**src/rtl/otp_pkg.sv**
```systemverilog
// Shared definitions for the OTP program sequencer and the OTP array controller.
package otp_pkg;

  localparam logic [1:0] MODE_READING = 2'b00;
  localparam logic [1:0] MODE_WRITING = 2'b01;
  localparam logic [1:0] MODE_IDLE    = 2'b10;

  typedef enum logic [3:0] {
    S_IDLE,
    S_WR,
    S_WR_WAIT,
    S_GAP_R,
    S_RD,
    S_RD_WAIT,
    S_CMP,
    S_RETRY,
    S_NEXT,
    S_DONE,
    S_ERR
  } seq_state_t;

endpackage

```
**src/rtl/otp_program_sequencer_if.sv**
```systemverilog
// Command/response bundle between the program sequencer (master) and the OTP controller (slave).
interface otp_program_sequencer_if #(
  parameter int A          = 2,
  parameter int ADDR_WIDTH = 1
);

  logic [1:0]            ctrl_mode;
  logic [ADDR_WIDTH-1:0] ctrl_column;
  logic [A-1:0]          ctrl_data_in;
  logic                  ctrl_writing_successful;
  logic                  ctrl_read_active;
  logic [A-1:0]          ctrl_data_out;

  modport master (
    output ctrl_mode, ctrl_column, ctrl_data_in,
    input  ctrl_writing_successful, ctrl_read_active, ctrl_data_out
  );

  modport slave (
    input  ctrl_mode, ctrl_column, ctrl_data_in,
    output ctrl_writing_successful, ctrl_read_active, ctrl_data_out
  );

endinterface

```
**src/rtl/otp_wait_timer.sv**
```systemverilog
// Saturating wait-cycle counter; expired is high once TIMEOUT-1 enabled cycles have elapsed since clear.
module otp_wait_timer #(
  parameter int TIMEOUT = 64
) (
  input  logic clk,
  input  logic reset,
  input  logic clear,
  input  logic enable,
  output logic expired
);

  localparam int CW = $clog2(TIMEOUT + 1);

  logic [CW-1:0] count;

  assign expired = (count == CW'(TIMEOUT - 1));

  always_ff @(posedge clk) begin
    if (reset || clear) begin
      count <= '0;
    end else if (enable && !expired) begin
      count <= count + CW'(1);
    end
  end

endmodule

```
**src/rtl/otp_program_sequencer.sv**
```systemverilog
// Programs an A x B image into the OTP array column by column, read-verifying each column,
// retrying recoverable mismatches/timeouts and reporting done or a sticky error.
module otp_program_sequencer
  import otp_pkg::*;
#(
  parameter int A          = 2,
  parameter int B          = 2,
  parameter int ADDR_WIDTH = $clog2(B),
  parameter int MAX_RETRY  = 3,
  parameter int TIMEOUT    = 64
) (
  input  logic                  clk,
  input  logic                  reset,
  input  logic                  start,
  input  logic [A*B-1:0]        img_data,
  output logic                  busy,
  output logic                  done,
  output logic                  error,
  output logic [ADDR_WIDTH-1:0] fail_col,
  otp_program_sequencer_if.master ctrl
);

  localparam int RW = (MAX_RETRY > 0) ? $clog2(MAX_RETRY + 1) : 1;

  seq_state_t            state, state_n;
  logic [A*B-1:0]        image_reg, image_n;
  logic [ADDR_WIDTH-1:0] col, col_n;
  logic [RW-1:0]         retry, retry_n;
  logic [A-1:0]          rd_reg, rd_n;
  logic [A-1:0]          expected;
  logic [1:0]            mode_q, mode_n;
  logic [ADDR_WIDTH-1:0] column_q, column_n;
  logic [A-1:0]          data_in_q, data_in_n;
  logic                  busy_n, done_n, error_n;
  logic [ADDR_WIDTH-1:0] fail_col_n;
  logic                  tmr_clear, tmr_en, tmr_expired;

  assign expected = image_reg[int'(col) * A +: A];

  assign ctrl.ctrl_mode    = mode_q;
  assign ctrl.ctrl_column  = column_q;
  assign ctrl.ctrl_data_in = data_in_q;

  otp_wait_timer #(.TIMEOUT(TIMEOUT)) u_timer (
    .clk     (clk),
    .reset   (reset),
    .clear   (tmr_clear),
    .enable  (tmr_en),
    .expired (tmr_expired)
  );

  always_comb begin
    state_n    = state;
    image_n    = image_reg;
    col_n      = col;
    retry_n    = retry;
    rd_n       = rd_reg;
    mode_n     = MODE_IDLE;
    column_n   = column_q;
    data_in_n  = data_in_q;
    busy_n     = busy;
    done_n     = 1'b0;
    error_n    = error;
    fail_col_n = fail_col;
    tmr_clear  = 1'b0;
    tmr_en     = 1'b0;

    case (state)
      S_IDLE: begin
        if (start) begin
          image_n    = img_data;
          col_n      = '0;
          retry_n    = '0;
          error_n    = 1'b0;
          fail_col_n = '0;
          state_n    = S_WR;
        end
      end
      // busy is raised alongside the first write command so both appear on the same edge.
      S_WR: begin
        mode_n    = MODE_WRITING;
        column_n  = col;
        data_in_n = expected;
        busy_n    = 1'b1;
        tmr_clear = 1'b1;
        state_n   = S_WR_WAIT;
      end
      S_WR_WAIT: begin
        mode_n = mode_q;
        tmr_en = 1'b1;
        if (ctrl.ctrl_writing_successful) state_n = S_GAP_R;
        else if (tmr_expired)             state_n = S_RETRY;
      end
      S_GAP_R: state_n = S_RD;
      S_RD: begin
        mode_n    = MODE_READING;
        column_n  = col;
        tmr_clear = 1'b1;
        state_n   = S_RD_WAIT;
      end
      S_RD_WAIT: begin
        mode_n = mode_q;
        tmr_en = 1'b1;
        if (ctrl.ctrl_read_active) begin
          rd_n    = ctrl.ctrl_data_out;
          state_n = S_CMP;
        end else if (tmr_expired) begin
          state_n = S_RETRY;
        end
      end
      // A bit already blown to 1 where 0 is wanted cannot be undone by rewriting.
      S_CMP: begin
        if (rd_reg == expected)           state_n = S_NEXT;
        else if (|(rd_reg & ~expected))   state_n = S_ERR;
        else                              state_n = S_RETRY;
      end
      S_RETRY: begin
        if (retry < RW'(MAX_RETRY)) begin
          retry_n = retry + RW'(1);
          state_n = S_WR;
        end else begin
          state_n = S_ERR;
        end
      end
      S_NEXT: begin
        if (col == ADDR_WIDTH'(B - 1)) begin
          state_n = S_DONE;
        end else begin
          col_n   = col + ADDR_WIDTH'(1);
          retry_n = '0;
          state_n = S_WR;
        end
      end
      S_DONE: begin
        done_n  = 1'b1;
        busy_n  = 1'b0;
        state_n = S_IDLE;
      end
      S_ERR: begin
        error_n    = 1'b1;
        fail_col_n = col;
        busy_n     = 1'b0;
        state_n    = S_IDLE;
      end
      default: state_n = S_IDLE;
    endcase
  end

  always_ff @(posedge clk) begin
    if (reset) begin
      state     <= S_IDLE;
      image_reg <= '0;
      col       <= '0;
      retry     <= '0;
      rd_reg    <= '0;
      mode_q    <= MODE_IDLE;
      column_q  <= '0;
      data_in_q <= '0;
      busy      <= 1'b0;
      done      <= 1'b0;
      error     <= 1'b0;
      fail_col  <= '0;
    end else begin
      state     <= state_n;
      image_reg <= image_n;
      col       <= col_n;
      retry     <= retry_n;
      rd_reg    <= rd_n;
      mode_q    <= mode_n;
      column_q  <= column_n;
      data_in_q <= data_in_n;
      busy      <= busy_n;
      done      <= done_n;
      error     <= error_n;
      fail_col  <= fail_col_n;
    end
  end

endmodule
```
**src/flat_wrapper.sv**
```systemverilog
// flat-port wrapper written by rule: the top's interface ports become plain ports
module otp_program_sequencer_flat import otp_pkg::*;
#(
  parameter int A          = 2,
  parameter int B          = 2,
  parameter int ADDR_WIDTH = $clog2(B),
  parameter int MAX_RETRY  = 3,
  parameter int TIMEOUT    = 64
)
  (clk, reset, start, img_data, busy, done, error, fail_col, ctrl_ctrl_mode, ctrl_ctrl_column, ctrl_ctrl_data_in, ctrl_ctrl_writing_successful, ctrl_ctrl_read_active, ctrl_ctrl_data_out);
  otp_program_sequencer_if #(.A(A), .ADDR_WIDTH(ADDR_WIDTH)) ctrl_i ();
  input  logic clk;
  input  logic reset;
  input  logic start;
  input  logic [A*B-1:0] img_data;
  output logic busy;
  output logic done;
  output logic error;
  output logic [ADDR_WIDTH-1:0] fail_col;
  output wire logic [$bits(ctrl_i.ctrl_mode)-1:0] ctrl_ctrl_mode;
  output wire logic [$bits(ctrl_i.ctrl_column)-1:0] ctrl_ctrl_column;
  output wire logic [$bits(ctrl_i.ctrl_data_in)-1:0] ctrl_ctrl_data_in;
  input wire logic [$bits(ctrl_i.ctrl_writing_successful)-1:0] ctrl_ctrl_writing_successful;
  input wire logic [$bits(ctrl_i.ctrl_read_active)-1:0] ctrl_ctrl_read_active;
  input wire logic [$bits(ctrl_i.ctrl_data_out)-1:0] ctrl_ctrl_data_out;
  assign ctrl_ctrl_mode = ctrl_i.ctrl_mode;
  assign ctrl_ctrl_column = ctrl_i.ctrl_column;
  assign ctrl_ctrl_data_in = ctrl_i.ctrl_data_in;
  assign ctrl_i.ctrl_writing_successful = ctrl_ctrl_writing_successful;
  assign ctrl_i.ctrl_read_active = ctrl_ctrl_read_active;
  assign ctrl_i.ctrl_data_out = ctrl_ctrl_data_out;
  otp_program_sequencer #(.A(A), .B(B), .ADDR_WIDTH(ADDR_WIDTH), .MAX_RETRY(MAX_RETRY), .TIMEOUT(TIMEOUT)) u_core (.clk(clk), .reset(reset), .start(start), .img_data(img_data), .busy(busy), .done(done), .error(error), .fail_col(fail_col), .ctrl(ctrl_i));
endmodule
```
**config.mk**
```make
export PLATFORM = sky130hd
export DESIGN_NAME = otp_program_sequencer_flat
export DESIGN_NICKNAME = d
export VERILOG_FILES = /design/src/rtl/otp_pkg.sv /design/src/rtl/otp_program_sequencer_if.sv /design/src/rtl/otp_wait_timer.sv /design/src/rtl/otp_program_sequencer.sv /design/src/flat_wrapper.sv
export SDC_FILE = /design/constraint.sdc
export NUM_CORES = 1
export LEC_CHECK = 0
export CORE_MARGIN = 2
export CORE_UTILIZATION = 55
export CTS_BUF_LIST = sky130_fd_sc_hd__clkbuf_8
export CTS_CLUSTER_SIZE = 20
export DETAILED_ROUTE_END_ITERATION = 16
export DONT_BUFFER_PORTS = 1
export GPL_ROUTABILITY_DRIVEN = 0
export HOLD_SLACK_MARGIN = 0.05
export PLACE_DENSITY = 0.76
export RECOVER_POWER = 50
export SYNTH_ARGS = -nofsm -noshare
export SYNTH_HDL_FRONTEND = slang
export SYNTH_SLANG_ARGS = --single-unit
```
**constraint.sdc**
```tcl
create_clock -name clk -period 2.05 [get_ports clk]
set_input_delay 0.1025 -clock clk [delete_from_list [all_inputs] [get_ports clk]]
set_output_delay 0.1025 -clock clk [all_outputs]
set_load 0.01 [all_outputs]
```
==> results.py, run 1 <==
metrics = {
    "outcome": {
        "status": "finished, final reports clean",
    },
    "critical_path": {
        "worstRegToRegCells": 4,
        "worstSetupPathType": "reg -> reg",
        "critPathLaunch": "u_core.state[2]",
        "timing.rr.start": "u_core.state[2]",
        "cp-end-kind": "register",
        "startpoint_type": "register",
        "required_ps": 2240,
        "arrival_ps": 2010,
        "cp_max_fo": 10,
    },
    "final_layout": {
        "area_delta_synth_final_pct": 14.68,
        "largest_reg_flops": 7,
        "final_cell_area_sq_um": 1682,
        "layout_common_cells": "29 x dfxtp_1, 21 x nor2_1, 17 x a21oi_1",
        "drive_gt1_share_pct": 6.989,
        "nets": 201,
        "n_antenna_cell": 0,
        "final_common_cell": "dfxtp_1",
    },
    "drt": {
        "first_pass_iters": 4,
        "routed_wl_mm": 3.319,
        "wl_per_cell_microns": 15.37,
        "routed_via_density": 6.306,
        "ant_nets": 0,
        "drtIter0Drc": 53,
        "drcViolationCount": 0,
        "num_vias": 1362,
    },
    "die": {
        "dieArea_sq_um": 3095,
        "initial_core_util_pct": 58.66,
        "ios": 20,
        "core_sq_um": 2500,
        "die_y_microns": 55.64,
        "num_rows": 18,
        "die_x_microns": 55.64,
    },
    "cts": {
        "cts_buffers": 5,
        "cts_sinks": 29,
        "clock_latency_ps": 270,
        "clk_pin_slew_ps": 60,
        "post-cts-setup-buffers": 0,
        "root_buffer": "clkbuf_8",
        "h-tree-depth": 2,
        "clockBufferDepth": 2,
        "cts_tree": "done",
    },
    "timing": {
        "relSlewSlack_pct": 53.59,
        "fmax_mhz": 549.9,
        "period_minus_slack_ps": 1819,
        "fin_crit_sh_pct": 88.71,
        "slew_viol_final": 0,
        "fin_skew_ps": 6.445,
        "tns_ps": 0,
        "tightest_slew_ps": 693.9,
        "hold_violations": 0,
        "rsz0062_at_grt": "no",
        "setup_viol": 0,
    },
    "global_routing": {
        "track_usage_pct": 22.16,
        "grt_pass1_vias": 1262,
        "grt_pass1_wl_mm": 5.457,
        "grt_max_degree": 20,
        "grt-ovfl-total": 0,
        "grt_antenna_before_repair": 0,
    },
    "synthesis": {
        "synth_async_sr_flop_share_pct": 0,
        "synth_nets": 188,
        "synth_edf_count": 0,
        "synth.distinct_cells": 41,
        "ys_seq_area_share_pct": 39.59,
        "synth_ff_type": "dfxtp_1",
        "synth_cells": 173,
        "syn-cell-area_sq_um": 1466,
        "syn_avg_cell_area_sq_um": 8.476,
        "ys_warn_count": 0,
        "ys_ff_latch": 29,
    },
    "worst_hold_path": {
        "min_from": "ctrl_ctrl_read_active",
        "min_path_cells": 3,
        "worstHoldPathType": "in -> reg",
    },
    "power": {
        "seqPwrFrac_pct": 48.2,
        "internal-power_uw": 960.7,
        "peakVddDrop_v": 0.0007165,
        "power.leakage_uw": 0.0006161,
        "p_comb_share_pct": 17.5,
        "p_switching_uw": 372.4,
        "power_density_nw_per_um2": 792.8,
        "pwr-share-clk_pct": 34.3,
        "switching_share_pct": 27.93,
    },
    "place": {
        "hpwl_mm": 2.218,
        "placed_area_sq_um": 1493,
        "port_buffers": 0,
    },
    "run": {
        "cap_viol_max_count": 0,
    },
}
-- what timing repair did --
| item | CTS | global route |
|---|---|---|
| hold buffers | 11 | 0 |
| setup endpoints to repair | 0 | 0 |
| resized for setup | 0 | 0 |
| endpoints found under the hold margin | 19 | 0 |
-- layer usage --
metal | GRT usage (%) | wire (microns) | up-vias
met3 | 5.349 | 225 | 12
li1 | - | - | 657
met2 | 35.88 | 1602 | 68
met1 | 27.54 | 1423 | 625
met5 | 0 | 0 | -
met4 | 10.80 | 68 | 0
-- cells by family (layout without fill, tap and decap cells) --
family	after synthesis	count (layout)	share of synthesized area, %
and+or+nand+nor	68	68	24.66
AOI/OAI and AO/OA	47	47	20.39
DFF	29	29	39.59
buffers and inverters	13	26	4.095
muxes	8	8	5.461
adders and majority gates	4	4	3.413
xor gates and xnor gates	4	4	2.390
-- synth_stat cells, types with 2 or more instances --
cell type,number,share of area (%)
dfxtp_1,29,40
a22oi_1,2,1.0
inv_1,3,0.77
o31ai_1,2,1.0
nor3_1,4,1.4
o21ai_0,11,3.8
nor3b_1,2,1.0
nor4_1,2,0.85
a21oi_1,17,5.8
nand4_1,2,0.85
clkbuf_1,5,1.3
or3_1,3,1.3
a21o_1,2,1.0
ha_1,4,3.4
nor2_1,21,5.4
a211o_1,2,1.2
buf_2,3,1.0
mux2i_1,8,5.5
xor2_1,3,1.8
a31oi_1,3,1.3
nand3_1,11,3.8
or4_1,2,1.0
nand2_1,13,3.3
a211oi_1,2,1.0
-- final cells by class --
| class | instances | area [sq um] |
|---|---|---|
| Tap cell | 30 | 37.54 |
| Sequential cell | 29 | 580.6 |
| Inverter | 3 | 11.26 |
| Multi-Input combinational cell | 131 | 825.8 |
| Clock buffer | 6 | 82.58 |
| Clock inverter | 1 | 3.754 |
| Timing Repair Buffer | 16 | 140.1 |
| Fill cell | 193 | 818.3 |
-- worst paths after layout --
| path | end | slack [ps] |
|---|---|---|
| min reg2reg | u_core.u_timer.count[6] | 450 |
| min | u_core.state[0] | 60 |
| max reg2reg | u_core.rd_reg[0] | 230 |
| max | u_core.rd_reg[0] | 230 |
-- power by group through the flow --
| stage | Sequential [uW] | Combinational (uW) | Clock, uW |
|---|---|---|---|
| 2_1_floorplan | 634 | 191 | 0 |
| 3_3_place_gp | 653 | 207 | 0 |
| 3_5_place_dp | 654 | 213 | 0 |
| 4_1_cts | 642 | 235 | 463 |
| 5_1_grt | 647 | 261 | 480 |
| 6_report | 642 | 234 | 457 |
-- critical path, cell delays in order, from the launching register on --
cell	delay, ps
dfxtp_1	560
and4bb_4	370
nand3_1	100
dlygate4sd3_1	560
a21oi_1	140
-- per-stage QoR --
step           util, %  setup WS [ps]  instances  power, uW  hold slack [ps]
5_1_grt          67.27          75.42        216       1387            78.07
6_report         67.27          231.5        216       1333            64.66
3_5_place_dp     59.71          291.9        198      866.8            176.4
2_1_floorplan        -          362.2        173      825.0            246.4
3_3_place_gp     59.71          366.3        198      859.6            174.4
4_1_cts          67.57          266.1        216       1340            55.64
Power figures use the tool's default switching activity.
==> run 2, diff against run 1 <==
--- a/config.mk
+++ b/config.mk
@@ -17,4 +17,5 @@
 export RECOVER_POWER = 50
 export SYNTH_ARGS = -nofsm -noshare
 export SYNTH_HDL_FRONTEND = slang
+export SYNTH_HIERARCHICAL = 1
 export SYNTH_SLANG_ARGS = --single-unit
==> results.py, run 2 <==
metrics = {
    "global_routing": {
        "grt-ovfl-total": 0,
        "grt_antenna_before_repair": 0,
        "track_usage_pct": 20.85,
        "grt_pass1_vias": 1113,
        "grt_pass1_wl_mm": 5.092,
        "grt_max_degree": 21,
    },
    "drt": {
        "drtIter0Drc": 33,
        "routed_via_density": 6.015,
        "ant_nets": 0,
        "first_pass_iters": 4,
        "drcViolationCount": 0,
        "num_vias": 1185,
        "routed_wl_mm": 3.092,
        "wl_per_cell_microns": 15.70,
    },
    "place": {
        "hpwl_mm": 2.168,
        "port_buffers": 0,
        "place_inst": 182,
    },
    "critical_path": {
        "critPathMaxStageDelay_ps": 450,
        "cp_max_fo": 13,
        "crit_buf_inv": 0,
        "startpoint_type": "register",
        "arrival_ps": 1960,
        "critPathLaunch": "u_core/state[0]",
        "critPathSlowestCell": "or3b_1",
        "cp-end-kind": "register",
        "cp_cell_sequence": "or3b_1, a21oi_2, and2_4, a31oi_1, a311oi_1",
        "timing.rr.start": "u_core/state[0]",
        "cp_top_family": "simple AND/OR/NAND/NOR gates",
        "worstSetupPathType": "reg -> reg",
        "required_ps": 2230,
    },
    "final_layout": {
        "n_antenna_cell": 0,
        "fin_cells": 197,
        "nets": 181,
        "largest_reg_flops": 7,
        "drive_gt1_share_pct": 12.57,
        "area_delta_synth_final_pct": 9.544,
        "layout_common_cells": "29 x dfxtp_1, 17 x nor2_1, 11 x mux2i_1, 11 x nand2_1, 9 x a21oi_1",
        "final_common_cell": "dfxtp_1",
    },
    "timing": {
        "setup_viol": 0,
        "fin_skew_ps": 2.783,
        "fmax_mhz": 562.3,
        "fin_crit_sh_pct": 86.75,
        "hold_violations": 0,
        "slew_viol_final": 0,
        "rsz0062_at_grt": "no",
        "tns_ps": 0,
        "period_minus_slack_ps": 1778,
        "tightest_slew_ps": 685.0,
        "holdWs_ps": 81.94,
        "relSlewSlack_pct": 53.98,
    },
    "power": {
        "power.leakage_uw": 0.0005971,
        "power_density_nw_per_um2": 933.6,
        "peakVddDrop_v": 0.0007961,
    },
    "cts": {
        "cts_buffers": 5,
        "cts-resized-gates": 0,
        "cts_tree": "done",
        "post-cts-setup-buffers": 0,
        "clk_pin_slew_ps": 70,
        "clock_latency_ps": 270,
        "root_buffer": "clkbuf_8",
        "clockBufferDepth": 2,
        "cts_sinks": 29,
        "h-tree-depth": 2,
    },
    "die": {
        "die_y_microns": 55.44,
        "dieArea_sq_um": 3073,
        "die_x_microns": 55.44,
        "ios": 20,
        "initial_core_util_pct": 58.21,
        "core_sq_um": 2500,
        "num_rows": 18,
    },
    "synthesis": {
        "syn_avg_cell_area_sq_um": 9.152,
        "synth_async_sr_flop_share_pct": 0,
        "synth_top_area_share_pct": 39.90,
        "synth_top_cells_by_count": "29 x dfxtp_1, 17 x nor2_1, 11 x mux2i_1, 11 x nand2_1, 9 x a21oi_1",
        "synth_cells": 159,
        "yosysMostFrequentCell": "dfxtp_1",
        "synth_ff_type": "dfxtp_1",
        "ys_warn_count": 6,
        "synth_nets": 174,
        "syn-cell-area_sq_um": 1455,
        "ys_ff_latch": 29,
        "ys_seq_area_share_pct": 39.90,
        "ys_top_cells_by_area": "dfxtp_1 40%, mux2i_1 7.6%, nor2_1 4.4%",
        "synth_edf_count": 0,
        "synth_area_leader_cell": "dfxtp_1",
        "synth.distinct_cells": 52,
    },
    "run": {
        "cap_viol_max_count": 0,
    },
    "worst_hold_path": {
        "worstHoldPathType": "in -> reg",
        "min_from": "start",
    },
    "outcome": {
        "status": "finished, final reports clean",
    },
}
-- run 2: changes by cell type in the layout (fill, tap and decap cells not counted), sizes merged, moves of 3 or more --
cell         change
nand2b           +3
mux2i            +3
nor2b            +4
nand3            -4
a21oi            -7
o21ai            -3
nor2             -4
dlygate4sd3      -4
xor2             -3
-- run 2: final timing paths --
check	to	slack, ps	cells past startpoint
worst min-delay path	u_core/col	80	3
worst max-delay path	u_core/u_timer/count[4]	270	5
worst min register to register	u_core/u_timer/count[6]	460	2
worst max register to register	u_core/u_timer/count[4]	270	5
-- run 2: tightest hold or removal path: cells and delay by family --
kind | cells | cell delay, ps
simple gates | 2 | 150
compound gates | 1 | 60
-- run 2: through the flow --
| step | area [sq um] | utilization (%) | setup WS, ps | total power (uW) |
|---|---|---|---|---|
| 2_1_floorplan | 1455 | - | 395.8 | 983.7 |
| 3_3_place_gp | 1458 | 58.31 | 347.8 | 1037 |
| 3_5_place_dp | 1458 | 58.31 | 256.0 | 1057 |
| 4_1_cts | 1614 | 64.56 | 245.8 | 1521 |
| 5_1_grt | 1594 | 63.76 | 110.6 | 1566 |
| 6_report | 1594 | 63.76 | 271.5 | 1488 |
-- run 2: where the power goes --
part	total, uW	switching, uW	internal [uW]	leakage (uW)
logic	341	200	142	0.000318
clock network	453	220	234	0.0000439
registers	694	73.7	620	0.000235
-- run 2: logic make-up (layout without fill, tap and decap cells) --
logic type               count (synthesis)  count (layout)  share of synthesized area, %
AND/OR/NAND/NOR                         63              63                         25.80
AO/OA/AOI/OAI                           39              39                         17.97
flip-flops                              29              29                         39.90
multiplexers                            12              12                         8.341
buffers and inverters                   11              19                         3.954
adder cells (fa/ha/maj)                  4               4                         3.440
XOR/XNOR                                 1               1                        0.6020
-- run 2: routing by layer --
| metal | share of wire (%) | global-route usage [%] | wire length [microns] | vias up |
|---|---|---|---|---|
| met5 | 0 | 0 | 0 | - |
| met2 | 49 | 32.65 | 1506 | 24 |
| li1 | - | - | - | 588 |
| met4 | 0.32 | 6.272 | 10 | 0 |
| met1 | 47 | 27.37 | 1456 | 571 |
| met3 | 3.8 | 6.792 | 119 | 2 |
-- run 2: cell type report --
| cell class | instances | area, sq um |
|---|---|---|
| Fill cell | 207 | 905.9 |
| Multi-Input combinational cell | 119 | 800.8 |
| Sequential cell | 29 | 580.6 |
| Timing Repair Buffer | 9 | 81.33 |
| Clock buffer | 5 | 68.82 |
| Tap cell | 30 | 37.54 |
| Clock inverter | 3 | 17.52 |
| Inverter | 2 | 7.507 |
-- run 2: what timing repair did --
item,CTS,global route
hold buffers,7,0
endpoints found under the hold margin,20,0
endpoints found under the setup margin,0,0
